`config.mk`:
```
export PLATFORM = sky130hd
export DESIGN_NAME = mc_datapath_regs
export DESIGN_NICKNAME = d
export VERILOG_FILES = /design/src/rtl/mc_datapath_regs.sv
export SDC_FILE = /design/constraint.sdc
export NUM_CORES = 1
export LEC_CHECK = 0
export ABC_AREA = 0
export CORE_AREA = 2 2 164 166
export CTS_CLUSTER_DIAMETER = 60
export DETAILED_ROUTE_END_ITERATION = 10
export DIE_AREA = 0 0 166 168
export HOLD_SLACK_MARGIN = 0.06
export PLACE_DENSITY = 0.74
export SLEW_MARGIN = 25
export SYNTH_ARGS = -nofsm -noshare
export SYNTH_HDL_FRONTEND = slang
export SYNTH_SLANG_ARGS = --single-unit
```
`constraint.sdc`:
```
create_clock -name clk -period 10.2 [get_ports clk]
set_input_delay 2.04 -clock clk [delete_from_list [all_inputs] [get_ports clk]]
set_output_delay 2.04 -clock clk [all_outputs]
set_load 0.01 [all_outputs]
```
`src/rtl/mc_datapath_regs.sv`:
```
// State-register bank of the multicycle datapath: PC, OldPC, IR, MDR, A, B, ALUOut, plus memory-wait stall.
// Optional retired-instruction counter is enabled by defining MC_INSTRET_CNT_EN.
module mc_datapath_regs #(
   parameter int          XLEN     = 32,
   parameter logic [31:0] RESET_PC = 32'h0000_0000
) (
   input  logic            clk,
   input  logic            reset,
   input  logic            pcwrite,
   input  logic            IRWrite,
   input  logic            AddrSrc,
   input  logic [1:0]      ResultSrc,
   input  logic            mem_rd,
   input  logic            mem_ready,
   input  logic [XLEN-1:0] alu_result,
   input  logic [XLEN-1:0] rd1,
   input  logic [XLEN-1:0] rd2,
   input  logic [XLEN-1:0] mem_rdata,
   output logic [XLEN-1:0] mem_addr,
   output logic [XLEN-1:0] mem_wdata,
   output logic [XLEN-1:0] result,
   output logic [XLEN-1:0] pc,
   output logic [XLEN-1:0] old_pc,
   output logic [31:0]     instr,
   output logic [XLEN-1:0] a_reg,
   output logic [XLEN-1:0] b_reg,
   output logic [XLEN-1:0] alu_out,
   output logic            stall
`ifdef MC_INSTRET_CNT_EN
   ,output logic [63:0]    instret
`endif
);

   logic [XLEN-1:0] pc_q, pc_d;
   logic [XLEN-1:0] old_pc_q, old_pc_d;
   logic [31:0]     instr_q, instr_d;
   logic [XLEN-1:0] mdr_q, mdr_d;
   logic [XLEN-1:0] a_q, b_q, alu_out_q;
   logic            fetch_go;

   // Stall is forced low while reset is held so the control FSM sees a clean FETCH.
   assign stall    = ~reset & (IRWrite | mem_rd) & ~mem_ready;
   assign fetch_go = IRWrite & ~stall;

   always_comb begin
      result = alu_out_q;
      case (ResultSrc)
         2'b01:   result = mdr_q;
         2'b10:   result = alu_result;
         default: result = alu_out_q;
      endcase
   end

   assign mem_addr  = AddrSrc ? result : pc_q;
   assign mem_wdata = b_q;
   assign pc        = pc_q;
   assign old_pc    = old_pc_q;
   assign instr     = instr_q;
   assign a_reg     = a_q;
   assign b_reg     = b_q;
   assign alu_out   = alu_out_q;

   always_comb begin
      pc_d     = pc_q;
      old_pc_d = old_pc_q;
      instr_d  = instr_q;
      mdr_d    = mdr_q;
      if (pcwrite && !stall)
         pc_d = result;
      // OldPC samples the pre-update PC, even when PC loads in the same cycle.
      if (fetch_go) begin
         instr_d  = mem_rdata[31:0];
         old_pc_d = pc_q;
      end
      if (mem_rd && mem_ready)
         mdr_d = mem_rdata;
   end

   always_ff @(posedge clk or posedge reset) begin
      if (reset) begin
         pc_q      <= XLEN'(RESET_PC);
         old_pc_q  <= '0;
         instr_q   <= '0;
         mdr_q     <= '0;
         a_q       <= '0;
         b_q       <= '0;
         alu_out_q <= '0;
      end else begin
         pc_q      <= pc_d;
         old_pc_q  <= old_pc_d;
         instr_q   <= instr_d;
         mdr_q     <= mdr_d;
         a_q       <= rd1;
         b_q       <= rd2;
         alu_out_q <= alu_result;
      end
   end

`ifdef MC_INSTRET_CNT_EN
   logic [63:0] instret_q, instret_d;

   assign instret_d = fetch_go ? instret_q + 64'd1 : instret_q;
   assign instret   = instret_q;

   always_ff @(posedge clk or posedge reset) begin
      if (reset) instret_q <= '0;
      else       instret_q <= instret_d;
   end
`endif

endmodule

```
==> reports/metrics.cfg <==
[worst_setup_path]
cp_max_fo=64
crit_family=buffers and inverters
cp_data_arrival_time_ns=4.75
worstPathCellList=clkdlybuf4s50_1 > inv_1 > ha_2 > buf_4 > a221oi_1 > a21oi_1 > mux2_2 > clkdlybuf4s50_1
required_ns=8.16
path_buf_inv=4
r2r_start=mdr_q[0]
crit_type=in2out
startpoint_type=primary input
crit_cells=8
critical_path.most_common_cell=clkdlybuf4s50_1
critPathLaunch=ResultSrc[0]
cp_slowest_cell=buf_4
crit_path_end_kind=output pin
cpPeakStageDelay_ns=0.57
r2r_cells=3

[route]
wl_per_cell_um=19.7
vias=6060
vias_per_cell=4.64
drt-total-wl_um=25700
drc=0
drtPass1Iterations=4
ant_nets=0
drt_iter0_drc=218

[pwr]
p_int_mw=2.00
clockPowerShare=0.349
combPwrFrac=0.250
power_density_nw_per_um2=197
seqPwrFrac=0.400
ir_worst_vdd_v=0.000134
p_sw_uw=712
leakagePower_nw=5.85
swShare=0.262

[hold_path]
hp-class=reg2reg
hp-start=instr[30]
hold_depth=1

[global_routing]
grt_overflow_total=0
grt_max_degree=94
grt_pass1_vias=6518
grt_use_total=0.180
grt_pass1_wl_um=39500
antenna_found_initial=0

[job]
drv_cap=0

[cells_and_area]
final_common_cell=clkdlybuf4s50_1
fin_util=0.522
antenna_cells=0
fin_area_sq_um=13800
nets=1088
instances_no_fill=1305
areaGrowthSynthToFinish_pct=59.6
drive_gt1_frac=0.211
final_cell_mix=clkdlybuf4s50_1 (424), dfrtp_1 (224), mux2_2 (121)

[clocking]
ctsHtreeMaxLevel=1
ctsHoldBuffers=0
insertion_delay_ns=0.52
numCtsBuffers=28
clock_sinks=224
cts_root_buffer=clkbuf_16
post-cts-setup-buffers=0
clk_pin_slew_ns=0.05
clk_path_buf_depth=3
cts_resized=0
cts_tree=yes

[sta]
worst_slack_ns=3.41
max_freq_mhz=147
drv_slew=0
worst_pin_slew_ns=1.01
rsz0062_at_grt=false
final_hold_viol_count=0
finalSetupTns_ns=0
fin_crit_sh=0.666
finalSetupViolations=0
fin_skew_ns=0.00761
slew-limit-headroom=0.326
finalCriticalPeriod_ns=6.79

[yosys]
yosysWarnings=0
synthMuxAreaShare=0.222
syn_inst=551
synth_fa_ha_area_frac=0.00290
synthXorXnorAreaFrac=0
synth_top_family_by_area=multiplexers
ys_seq_area_frac=0.650
synth_area_sq_um=8620
synth_simple_gate_area_share=0.00145
syn_avg_cell_area_sq_um=15.6
ys_types=17
ys_seq_elements=224
synth_compound_area_frac=0.0550
synth_nets=690

[floorplanning]
io_pins=426
fp.dieW_um=166
core_area_sq_um=26400
die_h_um=168
dieArea_sq_um=27900
initial_core_util=0.327
rows=60

[place]
place_worst_setup_slack_ns=3.44
place_hpwl_um=18000
place_congestion=0.746
place_area_sq_um=12900
io_buffers=425
placedCellCount=1260

[status]
outcome=finished, final reports clean

==> path summary, 6_finish.rpt <==
| check | to | slack, ns |
|---|---|---|
| worst max-delay path | mem_addr[14] | 3.41 |
| worst min-delay path | instr[30] | 0.49 |
| worst max register to register | pc[0] | 8.95 |
| worst min register to register | instr[30] | 0.49 |
| max in group asynchronous | old_pc[23] | 6.63 |
| min in group asynchronous | mdr_q[2] | 2.16 |
==> Yosys cell counts, drive strengths merged <==
library cell | instances | area, sq um
nor3 | 1 | 5.00
o31a | 1 | 17.5
o21ai | 1 | 16.3
nor2 | 1 | 3.75
a221oi | 32 | 280
buf | 60 | 455
ha | 2 | 25.0
nand2 | 1 | 3.75
a21oi | 32 | 160
clkbuf | 1 | 3.75
inv | 35 | 131
dfrtp | 224 | 5610
mux2 | 160 | 1910
==> layout make-up <==
class | count | area [sq um]
fillers | 2214 | 12600
flip-flops and latches | 224 | 5610
repair buffers | 429 | 4280
multi-input cells | 231 | 2430
clock buffers | 34 | 754
well taps | 341 | 427
inverters | 35 | 139
clock inverters | 11 | 126
==> worst register-to-register path, cell delays in order, from the launching register on <==
cell and delay, ns:
dfrtp_1 0.40, a221oi_1 0.29, a21oi_1 0.14, mux2_4 0.31
==> through the flow <==
step	hold slack (ns)	power (mW)
2_1_floorplan	0.480	1.38
3_3_place_gp	0.473	1.77
3_5_place_dp	0.480	1.79
4_1_cts	0.498	2.75
5_1_grt	0.511	2.84
6_report	0.490	2.71
==> layer usage <==
metal	GRT usage	part of all wire	vias to the layer above
met1	0.213	0.38	3042
met4	0.0503	0.019	0
li1	-	-	2702
met5	0	0	-
met3	0.0484	0.076	37
met2	0.323	0.52	279
==> cell families (layout without fill, tap and decap cells) <==
kind of cell,Yosys count,after routing
buffers and inverters,96,509
DFF,224,224
AOI/OAI and AO/OA,66,66
muxes,160,160
adders and majority gates,2,2
and+or+nand+nor,3,3
==> power by group through the flow <==
stage               Combinational, mW  Clock [mW]  Sequential, mW
floorplan                       0.243           0            1.13
global placement                0.676           0            1.10
detailed placement              0.684           0            1.10
CTS                             0.688       0.976            1.09
global route                    0.720        1.02            1.10
finish                          0.680       0.948            1.09
No activity file was read; power rests on OpenSTA's default activity.
